**config.mk**
```make
export PLATFORM = sky130hd
export DESIGN_NAME = ccff_chain_loader
export DESIGN_NICKNAME = d
export VERILOG_FILES = /design/src/rtl/ccff_chain_loader.sv
export SDC_FILE = /design/constraint.sdc
export NUM_CORES = 1
export LEC_CHECK = 0
export ABC_CLOCK_PERIOD_IN_PS = 1670
export CORE_ASPECT_RATIO = 0.7
export CORE_MARGIN = 5
export CORE_UTILIZATION = 35
export CTS_CLUSTER_DIAMETER = 120
export DETAILED_ROUTE_END_ITERATION = 16
export DONT_BUFFER_PORTS = 1
export MAX_ROUTING_LAYER = met4
export SYNTH_ARGS = -nofsm -noshare
export SYNTH_HDL_FRONTEND = slang
export SYNTH_SLANG_ARGS = --single-unit
export TNS_END_PERCENT = 10
```
**constraint.sdc**
```tcl
create_clock -name prog_clk -period 1.67 [get_ports prog_clk]
set_input_delay 0.2505 -clock prog_clk [delete_from_list [all_inputs] [get_ports prog_clk]]
set_output_delay 0.2505 -clock prog_clk [all_outputs]
set_load 0.02 [all_outputs]
```
**src/rtl/ccff_chain_loader.sv**
```systemverilog
// Serialises bitstream words LSB-first onto a configuration chain head and
// repacks the bits leaving the chain tail into readback words.
module ccff_chain_loader #(
  parameter int CHAIN_LEN = 20,
  parameter int WORD_W    = 8,
  parameter int CNT_W     = 16
) (
  input  logic              prog_clk,
  input  logic              pReset,
  input  logic              start,
  input  logic [WORD_W-1:0] in_data,
  input  logic              in_valid,
  output logic              in_ready,
  output logic              ccff_head,
  output logic              chain_shift_en,
  input  logic              ccff_tail,
  output logic [WORD_W-1:0] rb_data,
  output logic              rb_valid,
  output logic              busy,
  output logic              done
);
  localparam int NW        = (CHAIN_LEN + WORD_W - 1) / WORD_W;
  localparam int LAST_BITS = CHAIN_LEN - (NW - 1) * WORD_W;
  localparam int LW        = $clog2(WORD_W + 1);
  localparam int BW        = (WORD_W > 1) ? $clog2(WORD_W) : 1;

  localparam logic [CNT_W-1:0] NW_C      = CNT_W'(NW);
  localparam logic [CNT_W-1:0] LAST_IDX  = CNT_W'(CHAIN_LEN - 1);
  localparam logic [LW-1:0]    FULL_BITS = LW'(WORD_W);
  localparam logic [LW-1:0]    TAIL_BITS = LW'(LAST_BITS);
  localparam logic [BW-1:0]    RB_TOP    = BW'(WORD_W - 1);

  localparam logic [1:0] S_IDLE = 2'd0;
  localparam logic [1:0] S_LOAD = 2'd1;
  localparam logic [1:0] S_DONE = 2'd2;

  logic [1:0]        state;
  logic [WORD_W-1:0] wreg;
  logic              full;
  logic [LW-1:0]     bits_left;
  logic [CNT_W-1:0]  words_acc;
  logic [CNT_W-1:0]  bit_cnt;
  logic [WORD_W-1:0] rb_sr;
  logic [BW-1:0]     rb_cnt;

  logic              shift, last_in_wreg, accept, chain_end;
  logic [WORD_W-1:0] rb_word;

  assign shift        = (state == S_LOAD) && full;
  assign last_in_wreg = shift && (bits_left == LW'(1));
  // A new word may land on the same edge that shifts out the last valid bit.
  assign in_ready     = (state == S_LOAD) && (words_acc < NW_C) && (!full || last_in_wreg);
  assign accept       = in_ready && in_valid;
  assign chain_end    = shift && (bit_cnt == LAST_IDX);

  assign chain_shift_en = shift;
  assign ccff_head      = shift & wreg[0];
  assign busy           = (state == S_LOAD);
  assign done           = (state == S_DONE);

  assign rb_word = rb_sr | (WORD_W'(ccff_tail) << rb_cnt);

  always_ff @(posedge prog_clk) begin
    if (pReset) begin
      state     <= S_IDLE;
      wreg      <= '0;
      full      <= 1'b0;
      bits_left <= '0;
      words_acc <= '0;
      bit_cnt   <= '0;
      rb_sr     <= '0;
      rb_cnt    <= '0;
      rb_data   <= '0;
      rb_valid  <= 1'b0;
    end else begin
      rb_valid <= 1'b0;
      case (state)
        S_IDLE, S_DONE: begin
          if (start) begin
            state     <= S_LOAD;
            wreg      <= '0;
            full      <= 1'b0;
            bits_left <= '0;
            words_acc <= '0;
            bit_cnt   <= '0;
            rb_sr     <= '0;
            rb_cnt    <= '0;
          end
        end
        S_LOAD: begin
          if (accept) begin
            wreg      <= in_data;
            full      <= 1'b1;
            bits_left <= (words_acc == NW_C - CNT_W'(1)) ? TAIL_BITS : FULL_BITS;
            words_acc <= words_acc + CNT_W'(1);
          end else if (shift) begin
            wreg      <= wreg >> 1;
            bits_left <= bits_left - LW'(1);
            if (last_in_wreg) full <= 1'b0;
          end
          if (shift) begin
            bit_cnt <= bit_cnt + CNT_W'(1);
            // Readback word closes on a full word or on the final chain bit;
            // a short final word keeps its upper bits at zero.
            if (rb_cnt == RB_TOP || chain_end) begin
              rb_data  <= rb_word;
              rb_valid <= 1'b1;
              rb_sr    <= '0;
              rb_cnt   <= '0;
            end else begin
              rb_sr  <= rb_word;
              rb_cnt <= rb_cnt + BW'(1);
            end
            if (chain_end) state <= S_DONE;
          end
        end
        default: state <= S_IDLE;
      endcase
    end
  end
endmodule

```
# Yosys cells after proc, flatten, opt, wreduce, memory -nomap -nowiden
# Index checks and enable logic that the tools add are counted.
[op_classes]
n_addsub = 4
n_lt_le_gt_ge = 1
n_eq_ne = 12
shifts = 1
n_mux = 31
bitwise_logic = 4
reduce_logical = 19
[ops]
columns = ["op", "n"]
rows = [
  ["16-bit case mux with 2 select lines", 2],
  ["16-bit two-way mux", 3],
  ["8-bit two-way mux", 5],
  ["16-bit by 1-bit adder with 16-bit output, second input constant", 2],
  ["8-bit case mux with 2 select lines", 2],
  ["16-bit by 2-bit equality test with 1-bit output, second input constant", 1],
  ["16-bit by 5-bit equality test with 1-bit output, second input constant", 1],
  ["16-bit by 2-bit < comparator with 1-bit output, second input constant", 1],
  ["4-bit two-way mux", 4],
  ["3-bit AND reduction", 5],
  ["3-bit two-way mux", 3],
  ["8-bit bitwise OR", 1],
  ["4-bit case mux with 2 select lines", 1],
  ["1-bit by 3-bit << shifter with 8-bit output", 1],
  ["1-bit logical AND", 6],
  ["2-bit two-way mux", 3],
  ["2-bit by 1-bit != test with 1-bit output, second input constant", 3],
  ["3-bit by 1-bit != test with 1-bit output, second input constant", 2],
  ["3-bit case mux with 2 select lines", 1],
  ["1-bit two-way mux", 5],
  ["4-bit by 1-bit equality test with 1-bit output, second input constant", 1],
  ["2-bit case mux with 2 select lines", 1],
  ["4-bit AND reduction", 1],
  ["4-bit by 1-bit subtractor with 4-bit output, second input constant", 1],
  ["other kinds (14)", 16],
]
[word_totals]
register_bits = 67
input_bits = 13
word_cells = 82

# Logic depth before layout (Yosys ltp)
# Gate-level depths: netlist (run 1).
[logic_depth]
ltp_word = 8
mapped_depth = 7
depth_no_buf = 6

# Worst setup path before layout (run 1)
# Ideal clock, no wire load.
[synth_timing]
path_kind = "register to output"
start = "register bits_left[0]"
end = "output in_ready"
arrival_ns = 2.085
slack_ns = -0.665
stages_incl_launch_ff = 4
n_path_buf = 0
path_cell_list = "dfxtp_1 -> ha_1 -> or3b_1 -> a2111oi_0"
[synth_via]
elab_chain_len = 4
[synth_rtl]
columns = ["element", "line_no", "rtl"]
rows = [
  ["start, declared", "40", "logic [LW-1:0] bits_left;"],
  ["start signal, assigned", "94", "bits_left <= (words_acc == NW_C - CNT_W'(1)) ? TAIL_BITS : FULL_BITS;"],
  ["start signal, assigned", "98", "bits_left <= bits_left - LW'(1);"],
  ["4-bit by 1-bit equality test with 1-bit output", "50", "assign last_in_wreg = shift && (bits_left == LW'(1));"],
  ["1-bit logical AND", "50", ""],
  ["1-bit logical OR", "52", "assign in_ready = (state == S_LOAD) && (words_acc < NW_C) && (!full || last_in_wreg);"],
  ["1-bit logical AND", "52", ""],
  ["end, declared", "13", "output logic in_ready,"],
]
# No other way between the ends.

# Worst setup path in the final report (run 1)
[layout_timing]
start = "register bits_left[1]"
end = "register words_acc[1]"
[layout_via]
elab_chain_len = 7
[layout_rtl]
columns = ["element", "line_no", "rtl"]
rows = [
  ["4-bit by 1-bit equality test with 1-bit output", "50", ""],
  ["1-bit logical AND", "50", ""],
  ["1-bit logical OR", "52", ""],
  ["1-bit logical AND", "52", ""],
  ["1-bit logical AND", "53", "assign accept = in_ready && in_valid;"],
  ["2-bit by 1-bit != test with 1-bit output (no source line)", "--", ""],
  ["3-bit AND reduction (no source line)", "--", ""],
  ["end signal, assigned", "95", "words_acc <= words_acc + CNT_W'(1);"],
  ["end, declared", "41", "logic [CNT_W-1:0] words_acc;"],
]
# No other way between the ends.
# A chain may end at the register's enable or synchronous reset.

==> metrics, run 1 <==
CTS tree=done; Synth Net Count=359; Seq cells post-synth=67; area growth from synthesis to layout=33.4%; # H-tree levels=3; GRT Resource Usage Total=16.3%; Final Max Slew Viols=0; crit share post-route=119%; top-level I/O count=27; Clock power frac=49.7%; Core Footprint=8440 um2; final setup violation count=16; asr flop ratio synth=0%; number of synthesized flops with an enable pin=0; Worst setup EP type=flip-flop; clock sink count=67; Synth cell types=55; P_int=2.91 mW; final worst path period need=1.98 ns; first-pass GRT wire length=13.3 mm; worst-path cell chain=inv_2, ha_4, or3b_4, buf_4, a211o_4, or3_4, a21oi_2; Comb pwr share=7.1%; critical path type=reg -> reg; gr ovfl total=0; layout cells sized above 1=28.9%; Fmax=0.504 GHz; slowest CP cell=or3b_4; Num CTS Buffers=9; status=finished with violations; root buffer cell=clkbuf_16; Die ar.=10700 um2; # DRC=0; hold slack=-0.0164 ns; Final Hold Fails=21; vias in the first global route=2704; data required time at the worst endpoint=1.94 ns; largest net degree at the start of global routing=29; commonest cells after routing, fill and taps aside=60 x dfxtp_1, 58 x buf_4, 31 x a21oi_1; most common cell after layout, fill and taps aside=dfxtp_1; YS warnings=0; Core Util, Final=48.0%; Design Area, Final=4050 um2; Clock Path Buffers=2; WL final=8.01 mm; hold crit path type=in -> reg; Worst EP arrival=2.25 ns; final net count=413; unrepaired setup endpoints after global routing=yes; dominant cell type by area after synthesis=dfxtp_1; DP Wirelength=5.32 mm; Starting DRT DRC Count=160; port bufs=0; slowest stage delay, CP=0.39 ns; worst setup margin=-0.315 ns; worst-margin pin slew=0.499 ns; Pre-Repair DR Iteration Count=4; Sw Ratio=22.8%; Post-Synthesis Cells=339; Flop pwr share=43.2%; Routed wire per std cell=15.5 um; GPL Wtd Cong=0.859; via count=2760; Worst-path clk slew=0.06 ns; DIE HEIGHT=87.9 um; Max-cap violations=0; Power per Cell Area=930 nW/um2; worst vdd ir=0.741 mV; clock latency on the worst-skew pair=0.33 ns; Chip Width=121 um; Placed Area=3520 um2; largest cells by area after synthesis=dfxtp_1 44%, a21oi_1 5.3%, and3_1 3.3%; Crit Path Max Fanout=5; Seq/Total Area, Yosys=44.2%; drt via density=5.33; Final Instance Count excl. Fillers=518; critical path launch point type=flip-flop; Worst slew margin=65.9%; Static Leak=1.52 nW; Mapped Area=3040 um2; Synth top area share=44.2%; Post-Syn Area per Cell=8.95 um2; violations in the final reports=negative hold slack, negative setup slack; dominant synthesized flop cell=dfxtp_1; antenna-violating nets left=0; initial antenna violation count=0; clock tree skew after final layout=0.00675 ns; Initial Util=36.0%; Rows=28; placed insts=493; Antenna diodes=0; P_sw=857 uW
[timing repair]
action                                  4_1_cts  5_1_grt
setup buffers                                 7        2
resized for setup                            27       12
endpoints found under the hold margin        24       24
endpoints found under the setup margin       32       37
pin swaps                                     9        9
[flip-flops by register name, summed over array words and instances, names as in the netlist]
signal,count
words_acc,16
rb_sr,8
wreg,8
bits_left,4
bit_cnt,16
rb_valid,1
rb_cnt,3
state,2
rb_data,8
full,1
[cells by family after synthesis]
group                      count (synthesis)  share of synthesized area, %
AOI/OAI and AO/OA                         88                          19.5
adders and majority gates                  7                          2.89
muxes                                      5                          1.65
and+or+nand+nor                          134                          24.8
DFF                                       67                          44.2
buffers and inverters                     29                          4.37
xor gates and xnor gates                   9                          2.60
[Yosys cell counts (7+ instances only)]
| cell type | count |
|---|---|
| ha_1 | 7 |
| dfxtp_1 | 67 |
| nand3_1 | 8 |
| nor2_1 | 23 |
| or3_1 | 9 |
| o21ai_0 | 12 |
| inv_1 | 8 |
| nand2_1 | 26 |
| clkbuf_1 | 13 |
| a21oi_1 | 32 |
| and3_1 | 16 |
| nor3_1 | 9 |
| nand4_1 | 11 |
[routing by layer]
layer	part of all wire [%]	up-vias	GRT usage (%)
met5	0	-	-
met4	1.1	0	5.49
met3	5.6	8	6.13
met2	45	64	24.2
met1	49	1312	20.6
li1	-	1376	-
[area by class of cell]
class / instances / area [um2]
multi-input combinational: 243 / 1730
clock buffer: 11 / 243
clock inverter: 5 / 52.6
timing repair buffer: 62 / 489
sequential: 67 / 1350
tap: 120 / 150
fill: 789 / 4390
inverter: 10 / 38.8
[worst paths after layout]
check | from | endpoint | slack, ns | cells past startpoint
worst min-delay path | pReset | bit_cnt[0]$_SDFFE_PP0P_ | -0.02 | 1
worst max register to register | bits_left[1]$_SDFFE_PP0P_ | words_acc[1]$_SDFFE_PP0P_ | -0.31 | 7
worst min register to register | rb_sr[1]$_SDFFE_PP0P_ | rb_sr[1]$_SDFFE_PP0P_ | 0.45 | 2
worst max-delay path | bits_left[1]$_SDFFE_PP0P_ | words_acc[1]$_SDFFE_PP0P_ | -0.31 | 7
[power by group through the flow]
stage | registers [mW] | clock network (mW) | logic [mW]
floorplan | 1.66 | 0 | 0.151
global placement | 1.66 | 0 | 0.229
detailed placement | 1.66 | 0 | 0.232
CTS | 1.62 | 1.91 | 0.255
global route | 1.63 | 1.98 | 0.293
finish | 1.62 | 1.87 | 0.267
[metrics by stage]
stage | hold slack [ns] | worst slack (ns) | power [mW] | TNS, ns
after CTS | -0.0334 | -0.309 | 3.79 | -2.84
final | -0.0164 | -0.315 | 3.76 | -3.22
after floorplan | 0.402 | -0.114 | 1.81 | -1.12
after detailed placement | 0.331 | -0.176 | 1.89 | -2.19
after global placement | 0.329 | -0.116 | 1.89 | -1.10
after global routing | -0.0354 | -0.375 | 3.90 | -4.90
[worst max-delay path, delay by kind of cell, from the launching register on]
family / cells / cell delay [ns]
simple gates: 2 / 0.76
compound gates: 2 / 0.48
flops: 1 / 0.32
buf+inv: 2 / 0.23
fa+ha+maj: 1 / 0.12
Power figures use the tool's default switching activity.
==> run 2: changes to the inputs <==
Settings changed: CAP_MARGIN set to 0.
==> results of run 2 <==
Same layout as run 1: the final DEF is identical, and so are final timing and power.
==> run 3: changes to the inputs <==
Settings changed: CORE_MARGIN 5 to 2, CORE_UTILIZATION 35 to 56, PLACE_DENSITY set to 0.74.
==> run 3 against run 2 <==
Against the previous run:
- the flow finishes with violations (negative setup slack)
- utilization grew 26 points
- first-iteration DRC count grew 9.4%
- combinational power rose by 6%
- non-clock buffer count grew 4
- wire length is 3.2% lower
- cell count fell by 8.5%
- die area fell by 43%
- global-route usage increased by 11 points
- maximum frequency fell by 1.2%
- via count is 3.1% higher
- count of clock-buffer cells in the layout down 2
- clock skew grew 0.0040 ns
- critical endpoint unchanged
==> metrics, run 3 (synthesized netlist as in run 1, its figures left out) <==
status=finished with violations; violations in the final reports=negative setup slack; Hold Path Sink=wreg[2]$_SDFFE_PP0P_; DIE HEIGHT=65.6 um; final worst path period need=2.01 ns; critical path type=reg -> reg; hold crit path type=in -> reg; GPL Wtd Cong=0.857; Fmax=0.498 GHz; Worst setup EP type=flip-flop; port bufs=0; worst-margin pin slew=1.02 ns; gr ovfl total=0; crit share post-route=120%; Max-cap violations=0; Num CTS Buffers=9; placed insts=449; largest net degree at the start of global routing=29; Die ar.=6030 um2; WL final=7.76 mm; # DRC=0; Static Leak=1.45 nW; root buffer cell=clkbuf_8; CTS tree=done; # H-tree levels=3; Final Instance Count excl. Fillers=474; Chip Width=92.0 um; Worst-path clk slew=0.08 ns; commonest cells after routing, fill and taps aside=61 x dfxtp_1, 59 x buf_4, 30 x a21oi_1; # fillers=370; Worst EP arrival=2.29 ns; first-pass GRT wire length=12.7 mm; most common cell after layout, fill and taps aside=dfxtp_1; Routed wire per std cell=16.4 um; top-level I/O count=27; vias in the first global route=2638; worst setup margin=-0.339 ns; Worst slew margin=31.8%; reg2reg end=words_acc[1]$_SDFFE_PP0P_; critical path launch point type=flip-flop; data required time at the worst endpoint=1.95 ns; Rows=22; Final Hold Fails=0; Core Footprint=5230 um2; reg-to-reg startpoint=bits_left[1]$_SDFFE_PP0P_; clock sink count=67; Initial Util=58.0%; clock tree skew after final layout=0.0108 ns; hold slack=0.0538 ns; Largest regs=bit_cnt x16, words_acc x16; final setup violation count=18; drt via density=6.00; initial antenna violation count=0; antenna-violating nets left=0; clock latency on the worst-skew pair=0.35 ns; area growth from synthesis to layout=27.4%; via count=2846; Worst Hold Launch=in_data[2]; layout cells sized above 1=29.1%; worst vdd ir=0.593 mV; Antenna diodes=0; Power per Cell Area=796 nW/um2; Crit Path Max Fanout=7; Reg2Reg Setup Slack=-0.34 ns; Final Max Slew Viols=0; DP Wirelength=5.15 mm; final net count=417; Clock Path Buffers=2; GRT Resource Usage Total=27.7%; CP startpoint=bits_left[1]$_SDFFE_PP0P_; Hold Path Depth=2; Starting DRT DRC Count=175; Pre-Repair DR Iteration Count=4; Reg2Reg Depth=7; unrepaired setup endpoints after global routing=yes
-- run 3: cell types whose count changed in the layout (fill, tap and decap cells not counted), sizes merged --
cell and delta:
clkinvlp +3, dlygate4sd3 +3, clkbuf -2, buf +1
bufinv -1
-- run 3: critical path, cell delays in order, from the launching register on --
cell and delay [ns]:
dfxtp_2 0.33, inv_2 0.05, ha_1 0.12, or3b_4 0.40, buf_6 0.14, a211o_4 0.37, or3_4 0.39, a21oi_2 0.13
-- run 3: power by group --
part / switching (mW) / total [mW] / internal, mW
clock: 0.644 / 1.17 / 0.529
combinational: 0.173 / 0.284 / 0.111
sequential: 0.00950 / 1.62 / 1.61
-- run 3: layer usage --
layer	global-route usage (%)	wire (um)	up-vias
met5	-	0	-
met4	9.89	165	0
met3	7.57	515	20
met2	40.3	3390	99
met1	37.2	3690	1341
li1	-	-	1386
-- run 3: layout make-up --
type                            instances  area [um2]  area share (%)
Tap cell                               72        90.1            2.33
Sequential cell                        67        1350            34.9
Inverter                               10        38.8            1.00
Clock buffer                            9         124            3.20
Clock inverter                          7        45.0            1.16
Timing Repair Buffer                   66         522            13.5
Multi-Input combinational cell        243        1700            43.9
-- run 3: timing repair --
item,4_1_cts,5_1_grt
endpoints found under the hold margin,24,2
endpoints found under the setup margin,36,37
setup buffers,3,3
pin swaps,7,8
hold buffers,2,1
gates resized for setup,18,18
-- run 3: worst max path at each step --
stage / cells after the start / endpoint
finish: 7 / words_acc[1]$_SDFFE_PP0P_
global route: 7 / words_acc[1]$_SDFFE_PP0P_
CTS: 5 / in_ready
detailed placement: 6 / words_acc[1]$_SDFFE_PP0P_
global placement: 6 / words_acc[1]$_SDFFE_PP0P_
floorplan: 7 / wreg[0]$_SDFFE_PP0P_
-- run 3: through the flow --
step / util (%) / setup TNS [ns] / total power, mW / worst slack (ns) / area [um2]
floorplan: - / -1.12 / 1.81 / -0.114 / 3050
global placement: 66.4 / -0.475 / 1.88 / -0.110 / 3470
detailed placement: 66.4 / -1.78 / 1.89 / -0.143 / 3470
CTS: 71.9 / -2.53 / 3.06 / -0.307 / 3760
global route: 73.9 / -4.96 / 3.19 / -0.411 / 3870
finish: 73.9 / -3.06 / 3.08 / -0.339 / 3870
